**src/rtl/instr_mem_loader_pkg.sv**
```systemverilog
// instr_mem_loader_pkg: shared FSM state encoding and word packing constants
package instr_mem_loader_pkg;
  typedef enum logic [1:0] {
    IDLE  = 2'd0,
    LOAD  = 2'd1,
    WRITE = 2'd2,
    DONE  = 2'd3
  } state_t;
  localparam int WORD_BYTES = 4;
endpackage

```
**src/rtl/instr_mem_loader_byte_packer.sv**
```systemverilog
// instr_mem_loader_byte_packer: big-endian byte-to-word packer with clear, accept and full/last flags
module instr_mem_loader_byte_packer
  import instr_mem_loader_pkg::*;
(
  input  logic        clk_i,
  input  logic        rst_i,
  input  logic        clr,
  input  logic        acc,
  input  logic [7:0]  byte_in,
  input  logic        last,
  output logic [31:0] nxt,
  output logic        fin,
  output logic        partial
);
  logic [31:0] buf_q;
  logic [1:0]  cnt;
  // Insert the incoming byte at its big-endian lane; untouched lanes stay zero for a short final word
  always_comb begin
    nxt = buf_q;
    nxt[{~cnt, 3'b000} +: 8] = byte_in;
  end
  assign fin     = acc && (cnt == 2'(WORD_BYTES - 1) || last);
  assign partial = acc && last && cnt != 2'(WORD_BYTES - 1);
  // Buffer and byte counter; cleared between words so zero-fill is implicit
  always_ff @(posedge clk_i) begin
    if (!rst_i || clr) begin
      buf_q <= '0;
      cnt   <= '0;
    end else if (acc) begin
      buf_q <= nxt;
      cnt   <= cnt + 2'd1;
    end
  end
endmodule

```
**src/rtl/instr_mem_loader.sv**
```systemverilog
// instr_mem_loader: packs a byte stream into 32-bit words and writes them to instruction memory (optional CHECKSUM_EN adds csum_o)
module instr_mem_loader
  import instr_mem_loader_pkg::*;
#(
  parameter int DEPTH = 32,
  parameter int IDX_W = 6
) (
  input  logic             clk_i,
  input  logic             rst_i,
  input  logic             start_i,
  input  logic [7:0]       byte_i,
  input  logic             byte_valid_i,
  input  logic             last_i,
  output logic             byte_ready_o,
  output logic             we_o,
  output logic [31:0]      waddr_o,
  output logic [31:0]      wdata_o,
  output logic             busy_o,
  output logic             done_o,
  output logic             err_o,
  output logic [IDX_W-1:0] words_o
`ifdef CHECKSUM_EN
  ,
  output logic [31:0]      csum_o
`endif
);
  state_t      state;
  logic        last_q;
  logic        acc;
  logic        clr;
  logic        fin;
  logic        partial;
  logic [31:0] nxt;
  logic        go;
  assign go  = (state == IDLE || state == DONE) && start_i;
  assign acc = state == LOAD && byte_valid_i && byte_ready_o;
  assign clr = state == WRITE || go;
  instr_mem_loader_byte_packer u_packer (
    .clk_i   (clk_i),
    .rst_i   (rst_i),
    .clr     (clr),
    .acc     (acc),
    .byte_in (byte_i),
    .last    (last_i),
    .nxt     (nxt),
    .fin     (fin),
    .partial (partial)
  );
  // Load FSM; words_o doubles as the write index and all outputs are registered
  always_ff @(posedge clk_i) begin
    if (!rst_i) begin
      state        <= IDLE;
      last_q       <= 1'b0;
      byte_ready_o <= 1'b0;
      we_o         <= 1'b0;
      waddr_o      <= '0;
      wdata_o      <= '0;
      busy_o       <= 1'b0;
      done_o       <= 1'b0;
      err_o        <= 1'b0;
      words_o      <= '0;
`ifdef CHECKSUM_EN
      csum_o       <= '0;
`endif
    end else begin
      unique case (state)
        IDLE, DONE: if (start_i) begin
          state        <= LOAD;
          byte_ready_o <= 1'b1;
          busy_o       <= 1'b1;
          done_o       <= 1'b0;
          err_o        <= 1'b0;
          words_o      <= '0;
`ifdef CHECKSUM_EN
          csum_o       <= '0;
`endif
        end
        LOAD: if (fin) begin
          state        <= WRITE;
          byte_ready_o <= 1'b0;
          we_o         <= 1'b1;
          waddr_o      <= {{(30-IDX_W){1'b0}}, words_o, 2'b00};
          wdata_o      <= nxt;
          last_q       <= last_i;
          words_o      <= words_o + 1'b1;
          if (partial) err_o <= 1'b1;
        end
        WRITE: begin
          we_o <= 1'b0;
`ifdef CHECKSUM_EN
          csum_o <= csum_o ^ wdata_o;
`endif
          if (last_q || words_o == IDX_W'(DEPTH)) begin
            state  <= DONE;
            busy_o <= 1'b0;
            done_o <= 1'b1;
            if (!last_q) err_o <= 1'b1;
          end else begin
            state        <= LOAD;
            byte_ready_o <= 1'b1;
          end
        end
      endcase
    end
  end
endmodule

```
**config.mk**
```make
export PLATFORM = sky130hd
export DESIGN_NAME = instr_mem_loader
export DESIGN_NICKNAME = d
export VERILOG_FILES = /design/src/rtl/instr_mem_loader_pkg.sv /design/src/rtl/instr_mem_loader_byte_packer.sv /design/src/rtl/instr_mem_loader.sv
export SDC_FILE = /design/constraint.sdc
export NUM_CORES = 1
export LEC_CHECK = 0
export CAP_MARGIN = 20
export CORE_MARGIN = 2
export CORE_UTILIZATION = 24
export DETAILED_ROUTE_END_ITERATION = 16
export GPL_ROUTABILITY_DRIVEN = 1
export PLACE_DENSITY = 0.42
export SYNTH_ARGS = -nofsm -noshare
export SYNTH_HDL_FRONTEND = slang
export SYNTH_HIERARCHICAL = 1
export SYNTH_SLANG_ARGS = --single-unit
```
**constraint.sdc**
```tcl
create_clock -name clk_i -period 2.6 [get_ports clk_i]
set_input_delay 0.65 -clock clk_i [delete_from_list [all_inputs] [get_ports clk_i]]
set_output_delay 0.65 -clock clk_i [all_outputs]
set_load 0.01 [all_outputs]
```
# == Word level (Yosys, flattened, before mapping) ==
# Cells that the tools add are included.
# Widths: inputs -> output; s select.
# word_totals
ff_bits,86
in_bits,13
output_inout_bits,75
# classes
n_addsub,3
eq_ne,12
shift,2
muxes,24
n_bitwise,1
reduce_logical,24
# ops
cell,count
$bwmux 32,1
$shift 8x7->32 const A,1
$shiftx 8x7->32,1
$mux 6,2
$ne 2x2->1 const B,6
$pmux 6 s2,1
$mux 1,11
$reduce_and 3->1,3
$neg 5->7,1
$add 6x1->6 const B,1
$eq 2x2->1 const B,3
$eq 6x6->1 const B,1
$logic_and 1x1->1,6
$mux 2,3
$pmux 1 s2,3
$pmux 1 s3,2
$pmux 2 s3,1
$reduce_and 2->1,3
$reduce_bool 2->1,3
$logic_or 1x1->1,5
$reduce_and 5->1,1
$add 2x1->2 const B,1
$eq 2x1->1 const B,1
$logic_not 2->1,1
4 further kinds,4

# == Longest topological paths before layout ==
# depth
depth_word,8
depth_mapped,13
ltp_nobuf,9

# == By module ==
# Netlist, hierarchy kept.
# by_module_without_submodules
module,n_inst,cells_per_inst,area_per_inst_um2
instr_mem_loader,1,290,2285.9
instr_mem_loader_byte_packer,1,210,1816.7

# == Worst setup path before layout ==
# Ideal clock, no wire load.
# synth_path
path_type,input -> register
from,input port byte_valid_i
to,register words_o[4]
setup_time_ns,0.071
t_arrival_ns,2.268
required_time_ns,2.529
path_slack_ns,0.261
path_stages,9
path_buffers,2
path_cell_list,and3_1 clkbuf_1 inv_1 nor2_1 buf_2 or2b_1 nand4b_4 or3_1 a21oi_1
# synth_between
elab_chain_len,5
# synth_lines
element,line,source
start: declaration,instr_mem_loader.sv:12,"input logic byte_valid_i,"
$logic_and 1x1->1 (2 in series),instr_mem_loader.sv:36,assign acc = state == LOAD && byte_valid_i && byte_ready_o;
$logic_and 1x1->1,instr_mem_loader_byte_packer.sv:22,assign fin = acc && (cnt == 2'(WORD_BYTES - 1) || last);
named net fin,instr_mem_loader.sv:31,logic fin;
$ne 2x2->1 (no source line),--,
$reduce_and 3->1 (no source line),--,
end signal: assignment,instr_mem_loader.sv:85,words_o <= words_o + 1'b1;
end: declaration,instr_mem_loader.sv:21,output logic [IDX_W-1:0] words_o
# The timed path passes the listed nets, and every way through them passes these cells.
# A chain may end at the register's enable or synchronous reset.

# == Final worst setup path ==
# layout_path
from,register u_packer.cnt[0]
to,register wdata_o[7]
# layout_between
elab_chain_len,4
# layout_lines
element,line,source
start: declaration,instr_mem_loader_byte_packer.sv:16,logic [1:0] cnt;
start signal: assignment,instr_mem_loader_byte_packer.sv:31,cnt <= cnt + 2'd1;
$not 2->2 (*),instr_mem_loader_byte_packer.sv:20,"nxt[{~cnt, 3'b000} +: 8] = byte_in;"
$neg 5->7 (*),instr_mem_loader_byte_packer.sv:20,
$shiftx 8x7->32 / $shift 8x7->32 (equally long branches),instr_mem_loader_byte_packer.sv:20,
$bwmux 32 (*),instr_mem_loader_byte_packer.sv:20,
named net nxt[7],instr_mem_loader.sv:33,logic [31:0] nxt;
end signal: assignment,instr_mem_loader.sv:83,wdata_o <= nxt;
end: declaration,instr_mem_loader.sv:17,"output logic [31:0] wdata_o,"
# The timed path passes the listed nets; every way through them passes the cells marked *.

==> qor.yml <==
place:
  io_buffer_count: 61
  dpl.hpwl_mm: 7.63
  gp_congestion: 0.762
synth:
  synth_cells: 500
  async_flop_share_pct: 0
  synth_top_flop_cell: "dfxtp_1"
  seq_area_frac_synth_pct: 42.0
  synth_edf_count: 0
  avgSynthCellArea_um2: 8.21
  ys_warn_count: 6
  syn-cell-area_um2: 4100
  ys_seq_elements: 86
  yosys.cell_types.count: 46
die:
  core-area_um2: 16600
  die_w_um: 135
  io_pins: 88
  die-area_um2: 18200
  start_util_pct: 24.7
  fp-row-count: 47
  die_h_um: 135
pwr:
  netSwitchingFraction_pct: 23.0
  leakagePower_nw: 1.76
  intPower_mw: 2.26
  p_comb_share_pct: 7.5
  irDropWorstVdd_v: 0.000291
  p_sw_mw: 0.676
  clockPowerShare_pct: 46.8
  p_per_area_nw_per_um2: 574
  sequentialPowerShare_pct: 45.7
timing:
  tns_ns: 0
  setup_viol_count_final: 0
  fin_crit_sh_pct: 87.7
  grt_setup_unrepaired: "no"
  finalMaxSlewViolations: 0
  hold_violations: 0
  worst_pin_slew_ns: 0.652
  period_needed_ns: 2.28
  fmax_mhz: 438
  holdWs_ns: 0.453
  finClkSkew_ns: 0.00557
  relSlewSlack_pct: 56.6
layout:
  areaGrowthSynthToFinish_pct: 24.6
  drive_gt1_share_pct: 8.35
  n_antenna_cell: 0
  final_nets: 568
worst_setup_path:
  start_kind: "flop"
  crit_path_end_kind: "flop"
  critPathMaxStageDelay_ns: 0.67
  cp.required_ns: 2.88
  arrival_ns: 2.56
  cpMostUsedCell: "nand2_1"
  crit_path_max_fanout: 16
  crit_chain: "inv_1, ha_1, and4b_1, nand2_1, o21ai_0, nand2_1, a21oi_1"
  cp_slowest_cell: "and4b_1"
  criticalPathCategory: "reg -> reg"
global_route:
  grt_pass1_vias: 3286
  grt_pass1_wl_mm: 17.8
  grt_usage_pct: 12.5
  grt_overflow: 0
  antenna_found_initial: 0
  grt_max_degree: 35
clock_network:
  clock_path_buffers: 2
  numCtsBuffers: 9
  cts-resized-gates: 0
  clock-root-buffer: "clkbuf_16"
  cts_hold_buf: 0
  cts_tree: "done"
  postCtsSetupBuffers: 0
  htreeDepth: 3
  clk_pin_slew_ns: 0.06
  cts.sinks: 86
  clk_latency_ns: 0.34
flow_run:
  cap_violations: 0
routing:
  avgRoutedWirePerCell_um: 14.4
  vias: 3473
  routed_wl_mm: 11.1
  drtAntennaViolNets: 0
  viasPerCell: 4.50
  drc: 0
  drt_iter0_drc: 192
  first_pass_iters: 5
run_status:
  outcome: "finished, final reports clean"
hold_path:
  hold_path_class: "reg -> reg"
[Yosys cell counts (8+ instances only)]
library cell | n | area share, %
dfxtp_1 | 86 | 42
nand2_1 | 111 | 10
buf_4 | 37 | 6.8
ha_1 | 9 | 2.7
nand4_1 | 9 | 1.4
buf_2 | 10 | 1.2
a22o_1 | 16 | 3.4
clkbuf_1 | 16 | 1.5
o21ai_0 | 13 | 1.6
a22o_2 | 8 | 2.0
nor2_1 | 36 | 3.3
inv_1 | 19 | 1.7
a32oi_1 | 25 | 5.3
a21oi_1 | 58 | 7.1
[layout by cell type (no fill, tap or decap), types with 2 or more instances in the layout]
cell type and instances:
and2_1 4, xnor2_1 2, ha_1 9, and3_1 2, inv_1 19, a21oi_1 58
nor2_1 36, clkbuf_16 9, a32oi_1 25, clkdlybuf4s50_1 61, o21ai_0 13, a22o_2 8
nand2_1 111, buf_4 13, o21a_1 3, dfxtp_1 86, clkbuf_8 4, nor2b_1 2
conb_1 26, nand4_1 9, a22o_1 16, o32ai_1 2, nand3_1 2, o21ai_1 2
nand2b_1 4
[flip-flops by register name, indices dropped and copies added (netlist names)]
| register | flops |
|---|---|
| err_o | 1 |
| state | 2 |
| u_packer/buf_q | 32 |
| words_o | 6 |
| byte_ready_o | 1 |
| busy_o | 1 |
| last_q | 1 |
| waddr_o | 6 |
| done_o | 1 |
| u_packer/cnt | 2 |
| we_o | 1 |
| wdata_o | 32 |
[per-layer routing]
layer	up-vias	global-route usage, %	wire [µm]
li1	1756	-	-
met1	1616	17.7	5440
met2	91	18.2	4940
met3	10	2.40	503
met4	0	5.44	173
met5	-	0	0
[per-stage QoR]
step	utilization, %	area, µm²	total power, mW	setup WS (ns)	std cells
3_3_place_gp	28.8	4790	1.59	0.145	755
5_1_grt	30.7	5110	3.06	0.0689	771
2_1_floorplan	-	4200	1.55	0.261	525
4_1_cts	30.7	5110	2.98	0.320	771
6_report	30.7	5110	2.93	0.319	771
3_5_place_dp	28.8	4790	1.59	0.0940	755
[logic make-up after synthesis]
family / Yosys count / synth area share [%]
AND/OR/NAND/NOR: 184 / 21.2
multiplexers: 1 / 0.244
adder cells (fa/ha/maj): 9 / 2.74
flip-flops: 86 / 42.0
AO/OA/AOI/OAI: 130 / 21.2
buffers and inverters: 86 / 11.9
XOR/XNOR: 3 / 0.641
other: 1 / 0.0914
[final timing paths]
kind | start | to | depth (start not counted) | slack (ns)
min | wdata_o[7]$_SDFFE_PN0P_ | wdata_o[7]$_SDFFE_PN0P_ | 2 | 0.45
min reg2reg | wdata_o[7]$_SDFFE_PN0P_ | wdata_o[7]$_SDFFE_PN0P_ | 2 | 0.45
max reg2reg | u_packer/cnt[0]$_SDFFE_PP0P_ | wdata_o[7]$_SDFFE_PN0P_ | 7 | 0.32
max | u_packer/cnt[0]$_SDFFE_PP0P_ | wdata_o[7]$_SDFFE_PN0P_ | 7 | 0.32
[area by class of cell]
type,instances,area [µm²]
multi-input cells,353,1990
fillers,1761,11500
inverters,21,78.8
clock buffers,14,284
flip-flops and latches,86,1720
repair buffers,75,728
well taps,220,275
clock inverters,2,37.5
[critical path, delay by kind of cell (launching register included)]
| family | cells | cell delay (ns) |
|---|---|---|
| AND/OR/NAND/NOR | 3 | 0.85 |
| AO/OA/AOI/OAI | 2 | 0.22 |
| flip-flops | 1 | 0.58 |
| adder cells (fa/ha/maj) | 1 | 0.43 |
| buffers and inverters | 1 | 0.13 |
[power by group through the flow]
stage | combinational (mW) | clock, mW | sequential, mW
after floorplan | 0.176 | 0 | 1.37
after global placement | 0.222 | 0 | 1.37
after detailed placement | 0.222 | 0 | 1.37
after global routing | 0.243 | 1.48 | 1.34
final | 0.221 | 1.37 | 1.34
after CTS | 0.222 | 1.42 | 1.34
No activity file was read; power rests on OpenSTA's default activity.
==> variant 1: new RTL, config.mk and constraints unchanged <==
Put one more register stage on the output `err_o`. The value now appears one clock later. The other outputs are not delayed to match.
--- a/src/rtl/instr_mem_loader.sv
+++ b/src/rtl/instr_mem_loader.sv
@@ -24,6 +24,8 @@
   output logic [31:0]      csum_o
 `endif
 );
+
+  logic err_s0;
   state_t      state;
   logic        last_q;
   logic        acc;
@@ -57,7 +59,7 @@
       wdata_o      <= '0;
       busy_o       <= 1'b0;
       done_o       <= 1'b0;
-      err_o        <= 1'b0;
+      err_s0       <= 1'b0;
       words_o      <= '0;
 `ifdef CHECKSUM_EN
       csum_o       <= '0;
@@ -69,7 +71,7 @@
           byte_ready_o <= 1'b1;
           busy_o       <= 1'b1;
           done_o       <= 1'b0;
-          err_o        <= 1'b0;
+          err_s0       <= 1'b0;
           words_o      <= '0;
 `ifdef CHECKSUM_EN
           csum_o       <= '0;
@@ -83,7 +85,7 @@
           wdata_o      <= nxt;
           last_q       <= last_i;
           words_o      <= words_o + 1'b1;
-          if (partial) err_o <= 1'b1;
+          if (partial) err_s0 <= 1'b1;
         end
         WRITE: begin
           we_o <= 1'b0;
@@ -94,7 +96,7 @@
             state  <= DONE;
             busy_o <= 1'b0;
             done_o <= 1'b1;
-            if (!last_q) err_o <= 1'b1;
+            if (!last_q) err_s0 <= 1'b1;
           end else begin
             state        <= LOAD;
             byte_ready_o <= 1'b1;
@@ -103,5 +105,9 @@
       endcase
     end
   end
+  always_ff @(posedge clk_i) begin
+    err_o <= err_s0;
+  end
+
 endmodule
 
Check against the original RTL: not equivalent (a bounded check fails within 4 cycles, from zero or initial values and one cycle with rst_i low).
==> variant 1 against the original RTL <==
- final area shrank 1.1%
- fmax grew 2.0%
- total power shrank 4.5%
- critical endpoint is now words_o[4]
- highest routed layer unchanged
- worst setup slack gained 0.044 ns
- non-clock buffer count is the same
- combinational power shrank 4%
- first-iteration DRC count shrank 15%
- sequential cell count grew 1
- largest power group is now sequential cells
- critical path depth grew 1
- wire length grew 2.0%
- area after synthesis grew 0.12%
==> variant 1: results (changes against the original RTL) <==
[global_routing]
grt_first_pass_wirelength_mm = 18.13  ; +2.0%
grt_pass1_vias = 3396  ; +3.3%
groute.usage.overall_pct = 12.95  ; +0.49 points
grt_max_degree = 42  ; +20%

[clock_network]
root_buffer = clkbuf_16
postCtsSetupBuffers = 0  ; unchanged

[layout]
fill_cells = 1764  ; +0.17%
finalNonFillerCells = 765  ; -0.78%
nNetsFinal = 562  ; -1.1%
top_regs = u_packer/buf_q (32), wdata_o (32)
drive_gt1_share_pct = 8.073  ; -0.28 points

[route]
vias = 3537  ; +1.8%
drt_iter0_drc = 163  ; -15%
dr.pass1.iters = 4  ; -1
finalWirelength_mm = 11.29  ; +2.0%

[worst_setup_path]
cp_max_fo = 6  ; -10
path_delay_family = simple AND/OR/NAND/NOR gates
cp.arrival_ns = 2.51  ; -0.05 ns
reg2regPathDepth = 8  ; +1
critPathMaxStageDelay_ns = 0.47  ; -0.20 ns
crit_slowest_cell = clkdlybuf4s50_1

[synth]
syn_area_per_cell_um2 = 8.282  ; +0.93%
synth_seq_cells = 87  ; +1.2%
synthMuxAreaShare_pct = 0  ; -0.24 points
synth_area_leaders = dfxtp_1 (42%), nand2_1 (9.7%), a21oi_1 (7.4%), buf_4 (6.8%), a32oi_1 (5.1%)
synth_xor_area_share_pct = 0.6397  ; -0.00078 points
synthTopCellsByCount = nand2_1 (106), dfxtp_1 (87), a21oi_1 (61)
synth_seq_area_share_pct = 42.40  ; +0.44 points
synth_adder_area_share_pct = 2.741  ; -0.0033 points
synth-compound-area-share_pct = 21.66  ; +0.46 points
synth-edff-count = 0  ; unchanged
synth_top_family_by_area = compound AO/OA/AOI/OAI gates

[run_status]
status = finished, final reports clean

[placed_design]
gp_congestion = 0.7591  ; -0.37%
place_area_um2 = 4780  ; -0.21%
hpwl_mm = 7.689  ; +0.76%
dp.cells = 749  ; -0.79%
dp_slack_ns = 0.04452  ; -0.04952 ns

[hold_path]
hp-class = reg -> reg
worstHoldPathCells = 0  ; -2

[power_and_ir_drop]
ir_drop_uv = 293.3  ; +0.88%
leakage_uw = 0.001730  ; -1.7%

[timing]
skew_ns = 0.006384  ; +0.0008173 ns
worstMarginPinSlew_ns = 0.6652  ; +0.01350 ns

-- variant 1: final cells by class --
class / instances / area, um^2 / area share, %
clock buffer: 13 / 260.3 / 5.146
multi-input combinational: 347 / 1959 / 38.74
clock inverter: 3 / 17.52 / 0.3464
tap: 220 / 275.3 / 5.443
sequential: 87 / 1742 / 34.44
inverter: 20 / 75.07 / 1.484
timing repair buffer: 75 / 728.2 / 14.40
-- variant 1: logic make-up (layout without fill, tap and decap cells) --
| logic type | count (synthesis) | after routing |
|---|---|---|
| adders and majority gates | 9 | 9 |
| other | 1 | 26 |
| DFF | 87 | 87 |
| AOI/OAI and AO/OA | 130 | 130 |
| xor gates and xnor gates | 3 | 3 |
| buffers and inverters | 87 | 111 |
| and+or+nand+nor | 179 | 179 |
-- variant 1: layer usage --
layer / share of wire, % / global-route usage, % / up-vias
li1: - / - / 1747
met1: 48 / 16.67 / 1676
met5: 0 / 0 / -
met3: 5.1 / 3.641 / 20
met4: 2.9 / 5.789 / 0
met2: 44 / 20.16 / 94
-- variant 1: worst register-to-register path: cells and delay by family, from the launching register on --
family | cells | cell delay (ns)
compound gates | 2 | 0.32
fa+ha+maj | 1 | 0.28
buf+inv | 2 | 0.41
flops | 1 | 0.35
simple gates | 3 | 0.80
-- variant 1: power breakdown --
part	total, uW	internal, uW	switching (uW)
sequential	1350	1350	8.60
combinational	213	73.9	140
clock	1230	698	535
total	2800	2120	683
-- variant 1: worst paths after layout --
path,to,startpoint,slack [ns]
max,words_o[4],byte_valid_i,0.36
min,err_o,err_s0,0.36
max reg2reg,wdata_o[25],u_packer/cnt[0],0.37
min reg2reg,err_o,err_s0,0.36
==> variant 2: new RTL, same settings <==
Made on the original files. Build with the macro `CHECKSUM_EN` defined.
--- a/src/rtl/instr_mem_loader.sv
+++ b/src/rtl/instr_mem_loader.sv
@@ -1,4 +1,6 @@
 // instr_mem_loader: packs a byte stream into 32-bit words and writes them to instruction memory (optional CHECKSUM_EN adds csum_o)
+`define CHECKSUM_EN
+
 module instr_mem_loader
   import instr_mem_loader_pkg::*;
 #(
Function (old outputs only; new: csum_o): kept (Yosys induction, for registers that start in step).
==> variant 2 against the original RTL <==
- wire length up 34%
- sequential share of layout area fell by 0.072 points
- area after synthesis grew 28%
- final area up 38%
- total power grew 58%
- largest power group unchanged
- combinational power up 19%
- sequential cell count increased by 32
- worst setup slack better by 0.12 ns
- count of clock-buffer cells in the layout up 10
==> variant 2: results (changes against the original RTL) <==
[route]
met3WireLength_um = 727  ; +45%
vias = 4515  ; +30%
drt_iter0_drc = 306  ; +59%
wirelength_met1_mm = 7.160  ; +32%
wl_met2_mm = 6.779  ; +37%
finalWirelength_mm = 14.82  ; +34%

[global_routing]
use_met1_pct = 18.03  ; +0.30 points
grt_max_degree = 44  ; +26%
grt_first_pass_wirelength_mm = 23.98  ; +35%
grt_use_met2_pct = 19.86  ; +1.6 points
grtUsageMet3_pct = 3.052  ; +0.65 points
groute.usage.overall_pct = 12.95  ; +0.50 points

[synth]
synth_seq_area_share_pct = 44.92  ; +3.0 points
synth_area_leaders = dfxtp_1 (45%), nand2_1 (10%), xor2_1 (5.5%), a21oi_1 (5.3%), buf_4 (5.1%)
synth_adder_area_share_pct = 2.141  ; -0.60 points
synth-compound-area-share_pct = 16.42  ; -4.8 points
synthMuxAreaShare_pct = 0.4045  ; +0.16 points
synthTopCellsByCount = nand2_1 (141), dfxtp_1 (118), nor2_1 (67)
synth_xor_area_share_pct = 5.829  ; +5.2 points

[clock_network]
cts_buffers = 17  ; +8
clkLatencyLatePin_ns = 0.41  ; +0.07 ns
h-tree-depth = 4  ; +1
clock_path_buffers = 2  ; unchanged

[layout]
drive_gt1_share_pct = 8.916  ; +0.57 points
nNetsFinal = 739  ; +30%
fill_cells = 2267  ; +29%
top_regs = csum_o (32), u_packer/buf_q (32), wdata_o (32)

[timing]
relSlewSlack_pct = 53.45  ; -3.1 points
skew_ns = 0.009137  ; +0.003570 ns

[worst_setup_path]
cp.arrival_ns = 2.50  ; -0.06 ns
cp_max_fo = 2  ; -14
crit_type = in -> reg
crit_slowest_cell = or4b_4
reg2reg_slack_ns = 0.44  ; +0.12 ns
reg2regPathDepth = 8  ; +1
crit_start = byte_valid_i
regToRegEndpoint = wdata_o[0]

[power_and_ir_drop]
ir_drop_uv = 310.0  ; +6.6%
pwr-share-seq_pct = 39.5  ; -6.2 points
p_clk_share_pct = 54.8  ; +8.0 points
fin_total_pwr_uw = 4635  ; +58%
leakage_uw = 0.002463  ; +40%

[placed_design]
place_area_um2 = 6385  ; +33%
gp_congestion = 0.7902  ; +3.7%
hpwl_mm = 10.67  ; +40%
portBuffers = 93  ; +52%

[run_status]
status = finished, final reports clean

[hold_path]
min_from = waddr_o[2]
hold_end = waddr_o[2]

==> variant 2: cell types whose count changed in the layout (fill, tap and decap cells not counted), sizes merged, moves of 5 or more <==
cell and delta:
buf +5, clkbuf +10, clkdlybuf4s50 +32, dfxtp +32, nand2 +30, nor2 +30
xor2 +32
==> variant 2: metrics by stage <==
step                      utilization [%]  worst slack (ns)  hold WS [ns]  cells
after floorplan                         -           0.03684        0.4322    658
final                               32.40            0.4390        0.4539   1009
after CTS                           32.40            0.4148        0.4528   1009
after detailed placement            29.44           0.01765        0.4467    978
after global placement              29.44           0.03115        0.4445    978
after global routing                32.40            0.2032        0.4808   1009
==> variant 2: cell type report <==
class	instances	area, um^2	share of cell area (%)
Clock inverter	7	141.4	2.012
Tap cell	280	350.3	4.985
Timing Repair Buffer	112	1111	15.81
Clock buffer	24	501.7	7.139
Inverter	21	78.83	1.122
Multi-Input combinational cell	447	2482	35.32
Sequential cell	118	2362	33.61
